`src/rtl/seq_divider8.sv`:
```
// seq_divider8 -- 8-bit unsigned restoring divider, one quotient bit per clock.
// Start is level-sensitive (Run); a held Run produces exactly one division.
// Build option: define DIVZERO_CHECK_EN to short-cut a zero divisor straight
// to DONE with DivZero raised; otherwise a zero divisor runs the normal 8 steps
// and DivZero is tied low.
module seq_divider8 (
   input  logic       Clk,
   input  logic       Reset,
   input  logic       Run,
   input  logic [7:0] Dividend,
   input  logic [7:0] Divisor,
   output logic [7:0] Quotient,
   output logic [7:0] Remainder,
   output logic       Busy,
   output logic       Done,
   output logic       DivZero
);

   typedef enum logic [1:0] {
      IDLE = 2'd0,
      CALC = 2'd1,
      DONE = 2'd2
   } state_t;

   state_t       state_r, state_s;
   logic [8:0]   a_r, a_s;        // partial remainder
   logic [7:0]   q_r, q_s;        // quotient shift register (dividend shifts out)
   logic [7:0]   m_r, m_s;        // divisor
   logic [2:0]   cnt_r, cnt_s;    // step counter
   logic [7:0]   quot_r, quot_s;
   logic [7:0]   rem_r, rem_s;
   logic         busy_r, done_r;
   logic [16:0]  step_s;          // {A_next, Q_next} of one restoring step

   // One restoring step: shift {A,Q} left, trial-subtract M, keep or restore.
   // The trial is done one bit wider so every bit of A takes part; because A
   // always stays below M, the sign bit matches a 9-bit trial subtraction.
   function automatic logic [16:0] div_step(input logic [8:0] a,
                                            input logic [7:0] q,
                                            input logic [7:0] m);
      logic [9:0] a_sh;
      logic [9:0] t;
      logic [7:0] q_sh;
      a_sh = {a, q[7]};
      q_sh = {q[6:0], 1'b0};
      t    = a_sh - {2'b00, m};
      if (t[9] == 1'b0) begin
         div_step = {t[8:0], q_sh | 8'h01};
      end else begin
         div_step = {a_sh[8:0], q_sh};
      end
   endfunction

`ifdef DIVZERO_CHECK_EN
   logic dz_r, dz_s;
`endif

   // Next-state and datapath update for the IDLE/CALC/DONE sequencer.
   always_comb begin
      state_s = state_r;
      a_s     = a_r;
      q_s     = q_r;
      m_s     = m_r;
      cnt_s   = cnt_r;
      quot_s  = quot_r;
      rem_s   = rem_r;
`ifdef DIVZERO_CHECK_EN
      dz_s    = dz_r;
`endif
      step_s  = div_step(a_r, q_r, m_r);
      case (state_r)
         IDLE: begin
            if (Run) begin
               a_s     = 9'd0;
               q_s     = Dividend;
               m_s     = Divisor;
               cnt_s   = 3'd0;
               state_s = CALC;
`ifdef DIVZERO_CHECK_EN
               if (Divisor == 8'd0) begin
                  state_s = DONE;
                  quot_s  = 8'hFF;
                  rem_s   = Dividend;
                  dz_s    = 1'b1;
               end else begin
                  dz_s    = 1'b0;
               end
`endif
            end else begin
               state_s = IDLE;
            end
         end
         CALC: begin
            a_s   = step_s[16:8];
            q_s   = step_s[7:0];
            cnt_s = cnt_r + 3'd1;
            if (cnt_r == 3'd7) begin
               state_s = DONE;
               quot_s  = step_s[7:0];
               rem_s   = step_s[15:8];
            end else begin
               state_s = CALC;
            end
         end
         DONE: begin
            if (!Run) begin
               state_s = IDLE;
`ifdef DIVZERO_CHECK_EN
               dz_s    = 1'b0;
`endif
            end else begin
               state_s = DONE;
            end
         end
         default: begin
            state_s = IDLE;
         end
      endcase
   end

   // State, datapath and output registers with synchronous reset.
   always_ff @(posedge Clk) begin
      if (Reset) begin
         state_r <= IDLE;
         a_r     <= 9'd0;
         q_r     <= 8'd0;
         m_r     <= 8'd0;
         cnt_r   <= 3'd0;
         quot_r  <= 8'd0;
         rem_r   <= 8'd0;
         busy_r  <= 1'b0;
         done_r  <= 1'b0;
      end else begin
         state_r <= state_s;
         a_r     <= a_s;
         q_r     <= q_s;
         m_r     <= m_s;
         cnt_r   <= cnt_s;
         quot_r  <= quot_s;
         rem_r   <= rem_s;
         busy_r  <= (state_s == CALC);
         done_r  <= (state_s == DONE);
      end
   end

`ifdef DIVZERO_CHECK_EN
   // Divide-by-zero flag, raised with DONE and dropped on leaving it.
   always_ff @(posedge Clk) begin
      if (Reset) begin
         dz_r <= 1'b0;
      end else begin
         dz_r <= dz_s;
      end
   end
   assign DivZero = dz_r;
`else
   assign DivZero = 1'b0;
`endif

   assign Quotient  = quot_r;
   assign Remainder = rem_r;
   assign Busy      = busy_r;
   assign Done      = done_r;

endmodule

```
`config.mk`:
```
export PLATFORM = sky130hd
export DESIGN_NAME = seq_divider8
export DESIGN_NICKNAME = d
export VERILOG_FILES = /design/src/rtl/seq_divider8.sv
export SDC_FILE = /design/constraint.sdc
export NUM_CORES = 1
export LEC_CHECK = 0
export CAP_MARGIN = 20
export CORE_MARGIN = 2
export CORE_UTILIZATION = 54
export DETAILED_ROUTE_END_ITERATION = 8
export PLACE_DENSITY = 0.8
export SYNTH_ARGS = -nofsm -noshare
export SYNTH_HDL_FRONTEND = slang
export SYNTH_SLANG_ARGS = --single-unit
```
`constraint.sdc`:
```
create_clock -name Clk -period 2.4 [get_ports Clk]
set_clock_uncertainty 0.05 [all_clocks]
set_input_delay 0.72 -clock Clk [delete_from_list [all_inputs] [get_ports Clk]]
set_output_delay 0.72 -clock Clk [all_outputs]
set_load 0.01 [all_outputs]
```
==> metrics.md, run 1 <==
| Metric | Value |
|---|---|
| Status | `finished clean` |
| CORE AREA | `4380 µm²` |
| Clk_lat worst skew | `300 ps` |
| Antenna violations before repair | `0` |
| Worst hold slack | `405 ps` |
| Gpl congestion | `0.806` |
| Tmin final | `2220 ps` |
| Cells after synthesis | `299` |
| Syn Area/Cell | `8.32 µm²` |
| DRT Pass-1 Iters | `6` |
| Antenna diodes | `0` |
| Layout Utilization | `0.691` |
| Clock buffer depth | `2` |
| Worst setup EP type | `flip-flop` |
| R2R Path Start | `a_r[5]$_SDFFE_PP0P_` |
| Power per Cell Area | `765 nW/µm²` |
| Routed wire per std cell | `13.6 µm` |
| Worst slew pin tran | `850 ps` |
| Crit Path Category | `reg2reg` |
| DRC | `0` |
| DIE AREA | `5170 µm²` |
| Final cell count without fillers | `389` |
| Worst EP required | `2570 ps` |
| Main flop type after synthesis | `dfxtp_1` |
| CTS tree | `yes` |
| Hold_buf cts | `0` |
| Synth-to-Final Area Change | `21.9%` |
| Vias in the first global route | `1948` |
| Largest net degree at the start of global routing | `25` |
| P_leak | `1.15 nW` |
| First-pass GRT wire length | `9.00 mm` |
| Cell Rows | `24` |
| CP startpoint kind | `flip-flop` |
| Max_cap viols | `0` |
| Final setup violation count | `0` |
| Vias | `2196` |
| Register area share after synthesis | `0.386` |
| # IOs | `38` |
| Syn_nets | `329` |
| Placed cell count | `377` |
| Worst setup path endpoint | `a_r[0]$_SDFFE_PP0P_` |
| Async set-reset flop share out of synthesis | `0` |
| Critical Path Source | `a_r[5]$_SDFFE_PP0P_` |
| Initial Utilization | `0.567` |
| Avg Vias per Cell | `5.65` |
| Nets | `367` |
| Cts bufs inserted | `5` |
| H-tree depth | `2` |
| Yosys cell types | `50` |
| Fin crit share | `0.925` |
| I/O Buffers | `36` |
| CP arrival | `2390 ps` |
| Antenna viol nets, final | `0` |
| Mapped Area | `2490 µm²` |
| Clk sink count | `48` |
| Iter 0 DRT Violations | `114` |
| RR Endpoint | `a_r[0]$_SDFFE_PP0P_` |
| Layout cells sized above 1 | `0.119` |
| Gr ovfl total | `0` |
| Die X | `71.9 µm` |
| Root Driver | `clkbuf_8` |
| Placed Area | `2880 µm²` |
| Relative slew slack | `0.432` |
| Seq cells post-synth | `48` |
| R2R depth | `7` |
| Final Cell Area | `3030 µm²` |
| Yosys warns | `0` |
| Worst vdd ir | `0.571 mV` |
| Worst Hold Class | `reg2reg` |
| GRT Total Usage | `0.219` |
| Final wirelength | `5.29 mm` |
| Post-synth EDFFs | `0` |
| Worst Path Max Fanout | `12` |
| R2r setup slk | `180 ps` |
| Worst-path clk slew | `90 ps` |
| Final HPWL DP | `3.91 mm` |
| Chip height | `71.9 µm` |
| Power Total | `0.00232 W` |
| Pins Over Slew Limit | `0` |
| Peak Freq | `451 MHz` |
| Final Hold Viols | `0` |
## power by group
part | total, W | internal, W | leakage (nW) | switching [W]
registers | 0.000900 | 0.000845 | 0.391 | 0.0000548
logic | 0.000922 | 0.000378 | 0.714 | 0.000543
clock network | 0.000497 | 0.000230 | 0.0473 | 0.000267
## placed cells by master (no fill, tap or decap), types with 3 or more instances in the layout
cell             instances
dfxtp_1                 48
nor2_1                  41
clkdlybuf4s50_1         36
nand2_1                 31
a21oi_1                 28
inv_1                   14
buf_4                   12
ha_1                    10
nand4_1                  8
a211oi_1                 8
o21ai_0                  7
o211ai_1                 6
mux2i_1                  6
clkbuf_8                 6
o21bai_1                 5
nor3_1                   5
nand3b_1                 5
nand2b_1                 4
nand3_2                  4
nand3_1                  4
a31oi_1                  4
a21o_1                   3
xnor2_1                  3
o31ai_1                  3
a22oi_1                  3
## stage by stage
| step | setup TNS (ps) | setup slack, ps |
|---|---|---|
| 6_report | 0 | 181 |
| 5_1_grt | -3.12 | -3.12 |
| 2_1_floorplan | 0 | 337 |
| 3_3_place_gp | 0 | 137 |
| 3_5_place_dp | 0 | 79.4 |
| 4_1_cts | 0 | 117 |
## per-layer routing
metal | routed length [µm] | GRT usage | up-vias
met5 | 0 | 0 | -
met4 | 35 | 0.0503 | 0
met3 | 243 | 0.0464 | 4
met2 | 2410 | 0.344 | 49
met1 | 2610 | 0.310 | 1016
li1 | - | - | 1127
## state kept, by name (all words and copies together), names as in the netlist
| name | cells |
|---|---|
| m_r | 8 |
| cnt_r | 3 |
| Done | 1 |
| Remainder | 8 |
| Quotient | 8 |
| state_r | 2 |
| Busy | 1 |
| q_r | 8 |
| a_r | 9 |
## cell usage after synthesis (2+ instances only)
cell / instances / area share
dfxtp_1: 48 / 0.39
nor2_1: 41 / 0.062
nand2_1: 31 / 0.047
a21oi_1: 29 / 0.058
inv_1: 14 / 0.021
ha_1: 10 / 0.050
a211oi_1: 9 / 0.027
clkbuf_1: 9 / 0.014
nand4_1: 8 / 0.020
o21ai_0: 8 / 0.016
buf_2: 6 / 0.012
mux2i_1: 6 / 0.024
o211ai_1: 6 / 0.018
nand3b_1: 5 / 0.015
nor3_1: 5 / 0.010
o21bai_1: 5 / 0.015
a22oi_1: 4 / 0.012
a31oi_1: 4 / 0.010
nand2b_1: 4 / 0.010
nand3_1: 4 / 0.0080
nand3_2: 4 / 0.016
a21o_1: 3 / 0.0091
o31ai_1: 3 / 0.0091
xnor2_1: 3 / 0.011
a21oi_4: 2 / 0.013
nor3b_1: 2 / 0.0060
or2_2: 2 / 0.0050
or3_1: 2 / 0.0050
## logic make-up after synthesis
family	Yosys count	share of synthesized area
DFF	48	0.386
other	1	0.00151
buffers and inverters	31	0.0543
and+or+nand+nor	115	0.231
AOI/OAI and AO/OA	83	0.230
muxes	6	0.0241
adders and majority gates	11	0.0584
xor gates and xnor gates	4	0.0141
## worst max-delay path, stage by stage (launching register included)
cell and delay (ps):
dfxtp_1 360, ha_1 360, a21oi_2 220, nand2_1 120, o21ai_2 240, nand3_2 290, and3_4 310, o31ai_2 190
## repair_timing
action	CTS	global route
endpoints found under the setup margin	0	4
resized for setup	0	5
buffers inserted	0	5
## final cells by class
type	count	area [µm²]
tap	52	65.1
timing repair buffer	48	450
clock buffer	6	82.6
inverter	14	52.6
multi-input combinational	220	1410
fill	378	1350
clock inverter	1	8.76
sequential	48	961
## worst min-delay path by stage
stage | startpoint | to | slack [ps] | depth (start not counted)
floorplan | q_r[5]$_SDFFE_PP0P_ | Quotient[6]$_SDFFE_PP0P_ | 380 | 2
global placement | Quotient[7]$_SDFFE_PP0P_ | Quotient[7]$_SDFFE_PP0P_ | 390 | 2
detailed placement | Quotient[4]$_SDFFE_PP0P_ | Quotient[4]$_SDFFE_PP0P_ | 400 | 2
CTS | Quotient[4]$_SDFFE_PP0P_ | Quotient[4]$_SDFFE_PP0P_ | 410 | 2
global route | Quotient[5]$_SDFFE_PP0P_ | Quotient[5]$_SDFFE_PP0P_ | 430 | 2
finish | q_r[5]$_SDFFE_PP0P_ | Quotient[6]$_SDFFE_PP0P_ | 410 | 2
No activity file was read; power rests on OpenSTA's default activity.
==> run 2, diff against run 1 <==
--- a/config.mk
+++ b/config.mk
@@ -8,6 +8,7 @@
 export CAP_MARGIN = 20
 export CORE_MARGIN = 2
 export CORE_UTILIZATION = 54
+export CTS_BUF_LIST = sky130_fd_sc_hd__clkbuf_16
 export DETAILED_ROUTE_END_ITERATION = 8
 export PLACE_DENSITY = 0.8
 export SYNTH_ARGS = -nofsm -noshare
==> run 2 against run 1 <==
Die area unchanged; hold slack got worse by 3.9 ps; core utilization increased by 1.1 points; global-route usage increased by 1.1 points; largest cell class unchanged; sequential share of layout area decreased by 0.50 points; critical path depth increased by 2; maximum frequency decreased by 2.1%.
==> metrics.md, run 2 (synthesized netlist as in run 1, its figures left out) <==
| Metric | Value |
|---|---|
| Status | `finished clean` |
| CORE AREA | `4380 µm²` |
| Largest net degree at the start of global routing | `25` |
| Chip height | `71.9 µm` |
| Worst Hold Class | `reg2reg` |
| CP arrival | `2420 ps` |
| CTS tree | `yes` |
| Antenna diodes | `0` |
| GRT Total Usage | `0.230` |
| Cts bufs inserted | `5` |
| Layout cells sized above 1 | `0.113` |
| Worst vdd ir | `0.483 mV` |
| Final Cell Area | `3080 µm²` |
| Worst Path Max Fanout | `3` |
| Worst slew pin tran | `830 ps` |
| Max reg flops | `9` |
| # IOs | `38` |
| Worst setup EP type | `flip-flop` |
| Root Driver | `clkbuf_16` |
| Routed wire per std cell | `14.2 µm` |
| Power Total | `0.00250 W` |
| Die X | `71.9 µm` |
| Register with the most flip-flops | `a_r` |
| CP startpoint kind | `flip-flop` |
| Crit Path Category | `reg2reg` |
| Most frequent cells in the layout | `dfxtp_1 (48), nor2_1 (41), clkdlybuf4s50_1 (36), nand2_1 (31), a21oi_1 (28)` |
| Final HPWL DP | `3.91 mm` |
| Total Neg Setup Slack | `0 ps` |
| Gr ovfl total | `0` |
| Initial Utilization | `0.567` |
| Critical Path Source | `q_r[7]$_SDFFE_PP0P_` |
| Synth-to-Final Area Change | `23.8%` |
| Relative slew slack | `0.446` |
| First-pass GRT wire length | `9.27 mm` |
| Max_cap viols | `0` |
| Peak Freq | `441 MHz` |
| Clk sink count | `48` |
| Clk_lat worst skew | `290 ps` |
| Final setup violation count | `0` |
| Final wirelength | `5.51 mm` |
| Top Usage Layer GRT | `met2` |
| Vias | `2212` |
| Hold Path Origin | `Quotient[4]$_SDFFE_PP0P_` |
| H-tree depth | `2` |
| P_leak | `1.17 nW` |
| Iter 0 DRT Violations | `96` |
| GR Util met3 | `0.0591` |
| Clock buffer depth | `2` |
| Power per Cell Area | `811 nW/µm²` |
| Final Hold Viols | `0` |
| Fill count | `369` |
| DRC | `0` |
| Placed Area | `2880 µm²` |
| Most common cell after layout, fill and taps aside | `dfxtp_1` |
| Nets | `367` |
| Setup ws final | `134 ps` |
| Worst hold slack | `401 ps` |
| I/O Buffers | `36` |
| Met1 Track Usage GR | `0.314` |
| Worst EP required | `2560 ps` |
| DIE AREA | `5170 µm²` |
| Worst Setup Slack post-DPL | `79.4 ps` |
| Antenna violations before repair | `0` |
| Avg Vias per Cell | `5.69` |
| Pins Over Slew Limit | `0` |
| GR Util met2 | `0.354` |
| R2R Path Start | `q_r[7]$_SDFFE_PP0P_` |
| Fin crit share | `0.944` |
| Tmin final | `2270 ps` |
| Antenna viol nets, final | `0` |
| Worst-path clk slew | `60 ps` |
| Vias in the first global route | `2010` |
| DRT Pass-1 Iters | `4` |
| Cell Rows | `24` |
| Gpl congestion | `0.806` |
## run 2: changes by cell type in the layout (fill, tap and decap cells not counted), sizes merged
| cell | before | now |
|---|---|---|
| clkinv | 1 | 2 |
| clkbuf | 6 | 5 |
## run 2: worst paths after layout
check / cells after the start / endpoint / slack (ps)
setup / recovery: 9 / Remainder[6]$_SDFFE_PP0P_ / 130
hold / removal: 2 / Quotient[4]$_SDFFE_PP0P_ / 400
setup reg to reg: 9 / Remainder[6]$_SDFFE_PP0P_ / 130
hold reg to reg: 2 / Quotient[4]$_SDFFE_PP0P_ / 400
## run 2: power by group
group / switching (W) / internal (W)
sequential: 0.0000544 / 0.000846
clock: 0.000289 / 0.000378
combinational: 0.000548 / 0.000384
total: 0.000891 / 0.00161
## run 2: repair_timing
item	4_1_cts	5_1_grt
endpoints found under the hold margin	0	0
setup buffers	0	5
setup endpoints to repair	0	4
hold buffers	0	0
gates resized for setup	0	5
## run 2: stage by stage
stage	util	cells
floorplan	-	299
CTS	0.689	384
global route	0.703	389
global placement	0.658	377
detailed placement	0.658	377
finish	0.703	389
## run 2: worst max-delay path: stages (launching register included)
cell	delay, ps
dfxtp_1	330
inv_1	60
ha_1	150
inv_1	50
fa_1	450
a211oi_2	290
o21ai_1	120
a22oi_1	270
nand3_1	150
a311oi_2	270
## run 2: layout make-up
cell class / instances / area [µm²] / share of cell area
repair buffers: 48 / 450 / 0.146
clock buffers: 5 / 125 / 0.0406
flip-flops and latches: 48 / 961 / 0.312
well taps: 52 / 65.1 / 0.0211
multi-input cells: 220 / 1410 / 0.459
inverters: 14 / 52.6 / 0.0171
clock inverters: 2 / 12.5 / 0.00406
## run 2: layer usage
metal	share of wire	routed length, µm	vias up
met2	0.46	2560	56
li1	-	-	1128
met1	0.48	2630	1021
met5	0	0	-
met4	0.015	81	0
met3	0.045	246	7
